### config.mk
export PLATFORM = sky130hd
export DESIGN_NAME = sm_accum_ctrl
export DESIGN_NICKNAME = d
export VERILOG_FILES = /design/src/rtl/sm_accum_ctrl.sv
export SDC_FILE = /design/constraint.sdc
export NUM_CORES = 1
export LEC_CHECK = 0
export ABC_CLOCK_PERIOD_IN_PS = 8600
export CAP_MARGIN = 40
export CORE_AREA = 10 10 136 138
export CTS_CLUSTER_DIAMETER = 80
export CTS_CLUSTER_SIZE = 40
export DETAILED_ROUTE_END_ITERATION = 7
export DIE_AREA = 0 0 146 148
export PLACE_DENSITY = 0.78
export SYNTH_ARGS = -nofsm -noshare
export SYNTH_HDL_FRONTEND = slang
export SYNTH_SLANG_ARGS = --single-unit
### constraint.sdc
create_clock -name clk -period 8.6 [get_ports clk]
set_input_delay 2.58 -clock clk [delete_from_list [all_inputs] [get_ports clk]]
set_output_delay 2.58 -clock clk [all_outputs]
set_load 0.02 [all_outputs]
### src/rtl/sm_accum_ctrl.sv
// Sequencing controller that accumulates N_TERMS sign-magnitude operands onto a
// latched bias through one sign-magnitude adder, with valid/ready on both sides.
module sm_accum_ctrl #(
  parameter int N_TERMS = 8,
  parameter int CNT_W   = 4
) (
  input  logic        clk,
  input  logic        rst,
  input  logic        start,
  input  logic [31:0] bias,
  input  logic        in_valid,
  input  logic [31:0] in_data,
  output logic        in_ready,
  output logic        out_valid,
  output logic [31:0] out_data,
  input  logic        out_ready,
  output logic        busy,
  output logic        ovf
);

  localparam int DATA_W = 32;
  localparam int MAG_W  = DATA_W - 1;
  localparam logic [CNT_W-1:0] LAST_CNT = CNT_W'(N_TERMS - 1);

  typedef enum logic [1:0] {IDLE, ACCUM, DONE} state_t;

  state_t              state;
  logic [DATA_W-1:0]   acc;
  logic [CNT_W-1:0]    count;
  logic [DATA_W:0]     add_res;
  logic                in_hs;

  // Negative zero is folded to +0 so it can never reach the accumulator.
  function automatic logic [DATA_W-1:0] sm_norm(input logic [DATA_W-1:0] x);
    return (x[MAG_W-1:0] == '0) ? '0 : x;
  endfunction

  // Returns {carry_out, sign, magnitude}; carry is only possible for like signs.
  function automatic logic [DATA_W:0] sm_add(input logic [DATA_W-1:0] a,
                                             input logic [DATA_W-1:0] b);
    logic [MAG_W-1:0] ma, mb, mag;
    logic [MAG_W:0]   sum;
    logic             sa, sb, sgn, cy;
    ma  = a[MAG_W-1:0];
    mb  = b[MAG_W-1:0];
    sa  = a[DATA_W-1] && (ma != '0);
    sb  = b[DATA_W-1] && (mb != '0);
    sum = {1'b0, ma} + {1'b0, mb};
    cy  = 1'b0;
    if (sa == sb) begin
      mag = sum[MAG_W-1:0];
      cy  = sum[MAG_W];
      sgn = sa;
    end else if (ma >= mb) begin
      mag = ma - mb;
      sgn = sa;
    end else begin
      mag = mb - ma;
      sgn = sb;
    end
    if (mag == '0) sgn = 1'b0;
    return {cy, sgn, mag};
  endfunction

  assign add_res = sm_add(acc, in_data);
  assign in_hs   = in_valid && in_ready;

  always_ff @(posedge clk) begin
    if (rst) begin
      state     <= IDLE;
      acc       <= '0;
      count     <= '0;
      in_ready  <= 1'b0;
      out_valid <= 1'b0;
      out_data  <= '0;
      busy      <= 1'b0;
      ovf       <= 1'b0;
    end else begin
      case (state)
        IDLE: begin
          if (start) begin
            acc      <= sm_norm(bias);
            count    <= '0;
            ovf      <= 1'b0;
            in_ready <= 1'b1;
            busy     <= 1'b1;
            state    <= ACCUM;
          end
        end
        ACCUM: begin
          if (in_hs) begin
            acc <= add_res[DATA_W-1:0];
            ovf <= ovf | add_res[DATA_W];
            if (count == LAST_CNT) begin
              count     <= '0;
              in_ready  <= 1'b0;
              out_valid <= 1'b1;
              out_data  <= add_res[DATA_W-1:0];
              state     <= DONE;
            end else begin
              count <= count + 1'b1;
            end
          end
        end
        DONE: begin
          if (out_ready) begin
            out_valid <= 1'b0;
            busy      <= 1'b0;
            state     <= IDLE;
          end
        end
        default: begin
          state     <= IDLE;
          in_ready  <= 1'b0;
          out_valid <= 1'b0;
          busy      <= 1'b0;
        end
      endcase
    end
  end

endmodule
== Word level (Yosys, flattened, before mapping) ==
Cells that the tools add are included.

* Add/sub/neg operators: 4
* Multiply operators: 0
* Div/mod/pow operators: 0
* $lt $le $gt $ge: 1
* Equality and inequality tests: 8
* Shift operators: 0
* Multiplexer cells: 31
* Bitwise gates (word level): 4
* Reduce and logical (&&, ||, !) cells: 15

{| class="wikitable"
|+ Operators by type and width
! cell !! number
|-
| two-way mux 32 bit || 3
|-
| case mux 32 bit (2 select lines) || 1
|-
| zero test 31 bit || 2
|-
| two-way mux 31 bit || 2
|-
| nonzero test 31 bit || 2
|-
| subtractor 31 bit || 2
|-
| adder 31 x 31 -> 32 bit || 1
|-
| greater-or-equal comparator 31 bit || 1
|-
| two-way mux 1 bit || 12
|-
| two-way mux 4 bit || 3
|-
| AND reduction 4 bit || 3
|-
| case mux 1 bit (3 select lines) || 3
|-
| AND reduction 3 bit || 3
|-
| two-way mux 2 bit || 4
|-
| inequality test 2 bit, second input constant || 4
|-
| case mux 4 bit (2 select lines) || 1
|-
| case mux 2 bit (3 select lines) || 1
|-
| adder 4 x 1 -> 4 bit, second input constant || 1
|-
| == test 4 x 3 -> 1 bit, second input constant || 1
|-
| logical AND 1 bit || 3
|-
| inverter 1 bit || 3
|-
| == test 2 x 1 -> 1 bit, second input constant || 1
|-
| == test 2 bit, second input constant || 1
|-
| zero test 2 bit || 1
|-
| 4 further kinds || 4
|}

* Register bits after elaboration: 74
* Bits in latches: 0
* Memory bits (writable): 0
* Bits in read-only memories: 0
* Bits of input ports: 69
* Memories: 0

== Longest topological paths before layout ==
Gate-level depths: netlist of run 1.

* Depth in word-level cells: 8
* Depth in mapped cells: 17
* Mapped depth without buffers: 15

== Worst setup path before layout of run 1 ==
No wires, ideal clock.

* Path type: input to register
* Start: input port in_data[11]
* End: register out_data[31]
* Library setup time: 0.132 ns
* Data arrival time: 6.391 ns
* Required time: 8.468 ns
* Setup slack: 2.077 ns
* Stages on the path: 16
* Buffers on the path: 2
* Cells stage by stage: inv_1 -> ha_1 -> buf_4 -> nand4_2 -> or3_4 -> or4_4 -> o221a_2 -> buf_6 -> nand4b_1 -> a31oi_1 -> xnor2_1 -> or4_1 -> or4_1 -> or4b_4 -> o211ai_1 -> a21oi_1

* Cells in the longest elaborated chain, start to end: 6
* Elaborated cells on any way between the ends: 13

{| class="wikitable"
|+ Ends and longest elaborated chain
! element !! RTL line !! RTL
|-
| start, declared || 12 || <nowiki>input logic [31:0] in_data,</nowiki>
|-
| parallel branches: the longest is 5 deep, another holds subtractor 31 bit || - ||
|-
| two-way mux 1 bit (*) || 61 || <nowiki>if (mag == '0) sgn = 1'b0;</nowiki>
|-
| end signal, assigned || 98 || <nowiki>out_data <= add_res[DATA_W-1:0];</nowiki>
|-
| end, declared || 15 || <nowiki>output logic [31:0] out_data,</nowiki>
|}

Mark *: on every way between the ends.
A chain may end at the register's enable or synchronous reset.

== Final worst setup path of run 1 ==
* Start: input port in_data[15]
* End: register out_data[31]

The elaborated chain is that of the path after synthesis.

==> flow_summary.yaml, run 1 <==
finish:
  n_antenna_cell: 0
  fin_cells: 1499
  nets: 1450
  fill_cells: 1440
  area_growth_pct: 18.4
  final_layout_size_suffix_gt1_share_pct: 5.22
synthesis:
  ys_seq_elements: 74
  synthCells: 1209
  yosysSeqAreaShare_pct: 17.5
  synth_flop_cell: "dfxtp_1"
  synth-edff-count: 0
  yosysTopAreaCell: "dfxtp_1"
  yosysTopAreaCellShare_pct: 17.5
  avgSynthCellArea_um2: 7.01
  yosys_warnings: 0
  synth.area.top_cells: "dfxtp_1 17%, ha_1 15%, a21oi_1 8.7%"
  async_flop_share_pct: 0
  syn_nets: 1381
  netlist_area_um2: 8470
  yosysUniqueCellTypes: 74
grt:
  grt_overflow_total: 0
  grt_pass1_wl_um: 53800
  antenna_found_initial: 0
  grt_max_degree: 75
  first_global_vias: 9429
  grt_usage_pct: 30.7
worst_setup_path:
  rr_endpoint: "out_data[31]"
  critPathArrivalTime_ns: 7.97
  critical_path.endpoint: "out_data[31]"
  crit_start: "in_data[15]"
  crit_required_ns: 8.78
  critPathMaxFanout: 16
  r2r_start: "acc[12]"
  critPathKind: "input pin to flop"
  critPathCaptureType: "flop"
  reg2reg_slack_ns: 3.26
  r2r_cells: 14
  crit_path_start_kind: "input pin"
timing:
  rsz0062_at_grt: "no"
  slew_headroom_pct: 36.6
  finalSetupViolCount: 0
  finalCriticalPeriod_ns: 7.79
  tightest_slew_ns: 0.950
  clock_skew_ns: 0.0116
  finalSetupTns_ns: 0
  max_freq_ghz: 0.128
  finalMaxSlewViolations: 0
  fin_crit_sh_pct: 90.5
  hold_viol: 0
  layout_setup_ws_ns: 0.813
floorplanning:
  io_pins: 105
  rows: 46
  die_h_um: 148
  die_width_um: 146
  initial_utilization_pct: 53.9
  design.die.area_um2: 21600
  design.core.area_um2: 15700
placement:
  place_ws_ns: 0.620
  numPortBuffers: 104
  dp_hpwl_um: 27600
  routabilityCongestion: 1.08
  dp_cells: 1483
clock_network:
  cts.path.max_buffers: 2
  numCtsBuffers: 9
  clock_latency_ns: 0.33
  hold_buffers: 0
  clkSinkCount: 74
  cts_resized: 0
  root_buffer: "clkbuf_16"
  cts_setup_buffers: 0
  h-tree-depth: 3
  clk_pin_slew_ns: 0.06
  cts_tree: "yes"
power:
  power.total_uw: 1580
  p_per_area_nw_per_um2: 157
  ir_worst_vdd_v: 0.000146
  p_leak_uw: 0.00402
routing:
  drt_wl_total_um: 34700
  via_per_inst: 6.60
  drt-wirelength-per-cell_um: 23.2
  drcViolationCount: 0
  drt_first_pass_iters: 6
  vias: 9890
  ant_nets: 0
  drtIter0Drc: 1110
status:
  status: "completed"
flow_run:
  cap_violations: 0
min_path:
  hold_path.class: "flop to flop"
  whs_path_depth: 2
## critical path, stage by stage
cell and delay, ns:
clkdlybuf4s50_1 0.66, inv_1 0.11, ha_1 0.54, nand2_2 0.17
or3_4 0.42, or4_4 0.45, o221a_2 0.40, nand2_1 0.14
buf_4 0.26, mux2i_1 0.36, mux2i_1 0.15, xnor2_1 0.32
or4b_1 0.54, or4b_4 0.57, o211ai_1 0.18, a21oi_1 0.09
## synthesized netlist by cell type (7+ instances only)
master and count:
dfxtp_1 74, a311oi_1 29, o21ai_0 58, nand4_1 24, a21oi_1 148, nor4_1 33
nand3_1 16, or4_1 7, nand2_1 148, and3_1 8, xnor2_1 23, mux2i_1 7
nor2_1 115, a211oi_1 22, ha_1 100, nand2b_1 13, a31oi_1 12, inv_1 97
o31ai_1 11, clkbuf_1 43, nor2b_1 10, a221oi_1 7, buf_2 17, nor3_1 23
o21bai_1 16, a21o_1 15, o211ai_1 10
## kinds of logic (layout without fill, tap and decap cells)
kind of cell    count (synthesis)  count (layout)  synth area share [%]
fa+ha+maj                     103             103                  15.5
simple gates                  426             426                  23.7
mux                             7               7                 0.827
xor+xnor                       29              29                  3.00
buf+inv                       168             242                  8.05
compound gates                402             402                  31.4
flops                          74              74                  17.5
## area by class of cell
cell class / instances / area, um^2 / area share [%]
clock buffer: 11 / 243 / 2.42
clock inverter: 5 / 53.8 / 0.536
inverter: 97 / 364 / 3.63
multi-input combinational: 967 / 6370 / 63.5
sequential: 74 / 1480 / 14.8
tap: 216 / 270 / 2.69
timing repair buffer: 129 / 1250 / 12.5
## power by group
part           internal, uW  leakage (uW)  switching (uW)
logic                   277       0.00327             532
registers               360      0.000604            34.6
clock network           231      0.000149             141
total                   869       0.00402             708
## metal layers
| metal | part of all wire, % | track usage [%] |
|---|---|---|
| met1 | 41 | 39.7 |
| met2 | 44 | 48.2 |
| met3 | 11 | 7.63 |
| met4 | 4.0 | 11.7 |
| met5 | 0 | 0 |
## state kept, by name, indices dropped and copies added, names as in the netlist
register,count
out_valid,1
busy,1
out_data,32
count,4
ovf,1
acc,32
in_ready,1
state,2
## placed cells by master (no fill, tap or decap), types with 15 or more instances in the layout
master / n
nand2_1: 148
a21oi_1: 147
nor2_1: 115
clkdlybuf4s50_1: 103
ha_1: 100
inv_1: 97
dfxtp_1: 74
o21ai_0: 58
nor4_1: 33
a311oi_1: 29
nand4_1: 24
a211oi_1: 22
nor3_1: 22
xnor2_1: 22
buf_4: 22
nand3_1: 16
o21bai_1: 16
a21o_1: 15
## stage by stage
step / util [%] / hold WS (ns) / area (um^2)
detailed placement: 62.0 / 0.447 / 9740
global route: 63.9 / 0.476 / 10000
finish: 63.9 / 0.450 / 10000
floorplan: - / 0.449 / 8470
CTS: 63.9 / 0.453 / 10000
global placement: 61.8 / 0.441 / 9700
## worst min path at each step
stage / start / to / slack (ns)
finish: out_data[8] / out_data[8] / 0.45
CTS: out_data[6] / out_data[6] / 0.45
global route: out_data[14] / out_data[14] / 0.48
global placement: out_data[5] / out_data[5] / 0.44
detailed placement: out_data[6] / out_data[6] / 0.45
floorplan: count[1] / count[1] / 0.45
Power figures use the tool's default switching activity.
==> inputs of run 2 (changes only) <==
Settings changed: CORE_AREA 10 10 136 138 to 10 10 157 159, DIE_AREA 0 0 146 148 to 0 0 167 169, PLACE_DENSITY 0.78 to default.
==> run 2 against run 1 <==
  * Worst hold slack improved by 0.0080 ns
  * Sequential cell count unchanged
  * Via count shrank 3.5%
  * Critical path type unchanged
  * Critical endpoint unchanged
  * Largest cell class unchanged
  * Largest power group unchanged
==> flow_summary.yaml, run 2 (synthesized netlist as in run 1, its figures left out) <==
grt:
  grt_pass1_wl_um: 54100
  first_global_vias: 9151
  grt_usage_pct: 23.8
  antenna_found_initial: 0
  grt_overflow_total: 0
  grt_max_degree: 75
finish:
  final_layout_size_suffix_gt1_share_pct: 5.38
  n_antenna_cell: 0
  nets: 1451
  area_growth_pct: 19.5
  final_cell_mix: "148 x nand2_1, 147 x a21oi_1, 114 x nor2_1"
  fill_cells: 2220
  mostFrequentLayoutCell: "nand2_1"
  reg_top3: "acc x32, out_data x32, count x4"
floorplanning:
  design.core.area_um2: 21600
  io_pins: 105
  initial_utilization_pct: 39.3
  die_h_um: 169
  die_width_um: 167
  rows: 54
  design.die.area_um2: 28200
flow_run:
  cap_violations: 0
placement:
  dp_hpwl_um: 29000
  place_ws_ns: 0.553
  routabilityCongestion: 0.987
  numPortBuffers: 104
worst_setup_path:
  crit_start: "in_data[15]"
  reg2reg_slack_ns: 3.37
  crit_path_start_kind: "input pin"
  rr_endpoint: "out_data[31]"
  critical_path.endpoint: "out_data[31]"
  critical-path-top-delay-family: "simple AND/OR/NAND/NOR gates"
  critPathKind: "input pin to flop"
  r2r_start: "acc[13]"
  cpPeakStageDelay_ns: 0.68
  path_cells: "clkdlybuf4s50_1 -> inv_1 -> ha_1 -> nand2_2 -> or3_4 -> or4_4 -> o221a_2 -> nand2_1 -> o2111a_1 -> a211oi_1 -> nor4b_1 -> or4b_1 -> or4b_4 -> o211ai_1 -> a21oi_1"
  cp_slowest_cell: "clkdlybuf4s50_1"
  crit_cells: 15
  critPathMaxFanout: 17
  crit_buf_inv: 2
  r2r_cells: 13
  crit_required_ns: 8.78
  critPathCaptureType: "flop"
  critPathArrivalTime_ns: 7.93
clock_network:
  hold_buffers: 0
  cts_setup_buffers: 0
  cts_resized: 0
  clock_latency_ns: 0.34
  clkSinkCount: 74
  clk_pin_slew_ns: 0.06
  root_buffer: "clkbuf_16"
  numCtsBuffers: 9
  cts.path.max_buffers: 2
  h-tree-depth: 3
  cts_tree: "yes"
timing:
  finalSetupTns_ns: 0
  rsz0062_at_grt: "no"
  clock_skew_ns: 0.00580
  layout_setup_ws_ns: 0.851
  slew_headroom_pct: 32.5
  finalSetupViolCount: 0
  hold_viol: 0
  max_freq_ghz: 0.129
  fin_crit_sh_pct: 90.1
  finalCriticalPeriod_ns: 7.75
  finalMaxSlewViolations: 0
  tightest_slew_ns: 1.00
routing:
  drcViolationCount: 0
  drt_wl_total_um: 35800
  ant_nets: 0
  vias: 9542
  via_per_inst: 6.10
  drt_first_pass_iters: 5
  drtIter0Drc: 984
  drt-wirelength-per-cell_um: 22.9
min_path:
  whs_path_depth: 2
  hold_path.class: "flop to flop"
power:
  p_per_area_nw_per_um2: 159
  p_leak_uw: 0.00402
  ir_worst_vdd_v: 0.000143
status:
  status: "completed"
-- run 2: worst min path at each step --
stage / to / start / slack [ns]
after floorplan: count[1] / count[1] / 0.45
after global placement: out_data[17] / out_data[17] / 0.44
after detailed placement: out_data[6] / out_data[6] / 0.45
after CTS: out_data[6] / out_data[6] / 0.46
after global routing: out_data[15] / out_data[15] / 0.48
final: out_data[7] / out_data[7] / 0.46
-- run 2: worst reg2reg max path: cells and delay by family (launching register included) --
family	cells	cell delay, ns
flops	1	0.43
compound gates	5	1.02
simple gates	7	3.04
fa+ha+maj	1	0.59
-- run 2: layer usage --
layer  track usage, %  vias to the layer above  wire length (um)
met2             38.2                      412             16000
met4             5.00                        0               633
met5                0                        -                 0
li1                 -                     4546                 -
met3             4.70                       42              2890
met1             32.3                     4542             16300
-- run 2: power by group --
part | total (uW) | leakage, uW | switching [uW] | internal (uW)
sequential | 396 | 0.000604 | 35.5 | 360
clock | 407 | 0.000148 | 154 | 253
combinational | 807 | 0.00327 | 530 | 276
-- run 2: area by class of cell --
| class | instances | area [um^2] | area share (%) |
|---|---|---|---|
| Clock buffer | 9 | 225 | 2.22 |
| Clock inverter | 6 | 92.6 | 0.915 |
| Inverter | 97 | 364 | 3.60 |
| Multi-Input combinational cell | 967 | 6360 | 62.8 |
| Sequential cell | 74 | 1480 | 14.6 |
| Tap cell | 280 | 350 | 3.46 |
| Timing Repair Buffer | 130 | 1250 | 12.4 |
-- run 2: through the flow --
step / area [um^2] / utilization (%) / power, uW / std cells / hold slack (ns)
6_report: 10100 / 47.0 / 1610 / 1563 / 0.458
5_1_grt: 10100 / 47.0 / 1680 / 1563 / 0.481
4_1_cts: 10100 / 47.0 / 1590 / 1563 / 0.463
3_5_place_dp: 9810 / 45.5 / 1180 / 1548 / 0.451
3_3_place_gp: 9790 / 45.4 / 1190 / 1547 / 0.442
2_1_floorplan: 8470 / - / 888 / 1209 / 0.449
==> inputs of run 3 (changes only) <==
Settings changed: ABC_CLOCK_PERIOD_IN_PS 8600 to 7400.
Clock period 8.6 ns to 7.4 ns, I/O delays scaled along.
==> run 3 against run 2 <==
  * Critical path depth grew 1
  * Clock power down 1%
  * Power up 16%
  * Via count up 2.5%
  * Clock skew decreased by 0.0014 ns
  * Cell count grew 2.8%
  * Largest cell class unchanged
  * Global-route usage about the same
  * Die area is the same
==> flow_summary.yaml, run 3 (synthesized netlist as in run 1, its figures left out) <==
status:
  status: "completed"
finish:
  reg_top3: "acc x32, out_data x32, count x4"
  area_growth_pct: 22.8
  n_antenna_cell: 0
  nets: 1493
  final_layout_size_suffix_gt1_share_pct: 8.30
  mostFrequentLayoutCell: "nand2_1"
  final_cell_mix: "148 x nand2_1, 147 x a21oi_1, 115 x nor2_1"
grt:
  grt_usage_pct: 23.9
  grt_pass1_wl_um: 54500
  grt_max_degree: 75
  first_global_vias: 9461
  antenna_found_initial: 0
  grt_overflow_total: 0
routing:
  ant_nets: 0
  drcViolationCount: 0
  drtIter0Drc: 833
  vias: 9785
  via_per_inst: 6.09
  drt_wl_total_um: 35400
  drt_first_pass_iters: 7
  drt-wirelength-per-cell_um: 22.0
worst_setup_path:
  rr_endpoint: "out_data[31]"
  cpPeakStageDelay_ns: 0.58
  critPathArrivalTime_ns: 7.27
  critPathKind: "input pin to flop"
  cp_slowest_cell: "o221a_2"
  crit_cells: 16
  path_cells: "clkdlybuf4s50_1 -> inv_1 -> ha_1 -> a21oi_1 -> nand2_1 -> o21ai_1 -> o221a_2 -> nand2_1 -> buf_12 -> a211o_1 -> a22oi_1 -> xnor2_1 -> or4_1 -> or4b_4 -> o211ai_1 -> a21oi_1"
  r2r_start: "acc[28]"
  critical-path-top-delay-family: "compound AO/OA/AOI/OAI gates"
  critPathMaxFanout: 16
  crit_required_ns: 7.58
  r2r_cells: 14
  crit_path_start_kind: "input pin"
  reg2reg_slack_ns: 2.29
  crit_buf_inv: 3
  critPathCaptureType: "flop"
timing:
  finalSetupViolCount: 0
  rsz0062_at_grt: "no"
  max_freq_ghz: 0.141
  slew_headroom_pct: 42.0
  finalMaxSlewViolations: 0
  finalCriticalPeriod_ns: 7.08
  whs_ns: 0.453
  clock_skew_ns: 0.00445
  tightest_slew_ns: 0.864
  finalSetupTns_ns: 0
  fin_crit_sh_pct: 95.7
  hold_viol: 0
clock_network:
  numCtsBuffers: 9
  cts_tree: "yes"
  h-tree-depth: 3
  hold_buffers: 0
  cts.path.max_buffers: 2
  clock_latency_ns: 0.33
  root_buffer: "clkbuf_16"
  cts_setup_buffers: 0
  clkSinkCount: 74
  clk_pin_slew_ns: 0.06
  cts_resized: 0
placement:
  dp_hpwl_um: 28900
  routabilityCongestion: 1.07
  numPortBuffers: 104
power:
  p_switching_uw: 834
  p_sw_share_pct: 44.8
  sequentialPowerShare_pct: 24.7
  ir_worst_vdd_v: 0.000158
  pwr-share-comb_pct: 53.8
  p_per_area_nw_per_um2: 179
  clockPowerShare_pct: 21.5
  power.internal_uw: 1030
  p_leak_uw: 0.00421
min_path:
  hold-path-endpoint: "out_data[3]"
  hold_path.class: "flop to flop"
  min_from: "out_data[3]"
  whs_path_depth: 2
floorplanning:
  die_h_um: 169
  design.die.area_um2: 28200
  die_width_um: 167
  design.core.area_um2: 21600
  io_pins: 105
  initial_utilization_pct: 39.3
  rows: 54
flow_run:
  cap_violations: 0
==> run 3: changes by cell type in the layout (fill, tap and decap cells not counted), sizes merged <==
cell / before / now
clkinv: 2 / 3
clkbuf: 9 / 11
bufinv: 2 / 0
buf: 27 / 69
==> run 3: how the worst max path moves through the flow <==
stage,start,to,slack [ns]
after floorplan,in_data[11],out_data[31],1.24
after global placement,in_data[6],out_data[31],0.09
after detailed placement,in_data[6],out_data[31],0.08
after CTS,in_data[6],out_data[31],0.39
after global routing,in_data[6],out_data[31],0.009
final,in_data[6],out_data[31],0.32
==> run 3: cell type report <==
cell class | count | area (um^2)
clock buffers | 11 | 243
clock inverters | 5 | 30.0
fillers | 2249 | 11100
inverters | 97 | 364
multi-input cells | 967 | 6360
flip-flops and latches | 74 | 1480
well taps | 280 | 350
repair buffers | 172 | 1580
==> run 3: worst register-to-register path: stages, from the launching register on <==
cell,delay [ns]
dfxtp_1,0.37
nor4_1,0.65
nand4_1,0.21
o21ai_0,0.72
xor2_4,0.32
buf_12,0.26
a2111oi_0,0.34
buf_4,0.18
a31oi_1,0.04
xnor2_1,0.21
nor4b_1,0.34
or4b_1,0.46
or4b_4,0.56
o211ai_1,0.18
a21oi_1,0.09
==> run 3: power by group through the flow <==
stage / clock network [uW] / logic, uW / registers, uW
after floorplan: 0 / 584 / 448
after global placement: 0 / 976 / 466
after detailed placement: 0 / 966 / 467
after CTS: 406 / 974 / 458
after global routing: 422 / 1080 / 462
final: 401 / 1000 / 460
==> run 3: routing by layer <==
layer  GRT usage, %  vias up  share of wire (%)
met3           5.95       72                9.5
met2           36.9      492                 43
met1           31.2     4616                 44
met4           9.05        0                3.5
li1               -     4605                  -
met5              0        -                  0
==> run 3: metrics by stage <==
step | cell area [um^2] | utilization (%) | setup slack, ns | power, uW | cells
finish | 10400 | 48.3 | 0.316 | 1860 | 1606
global route | 10400 | 48.3 | 0.00851 | 1960 | 1606
CTS | 10400 | 48.3 | 0.394 | 1840 | 1606
detailed placement | 10100 | 47.0 | 0.0845 | 1430 | 1590
global placement | 10100 | 46.9 | 0.0850 | 1440 | 1589
floorplan | 8470 | - | 1.24 | 1030 | 1209
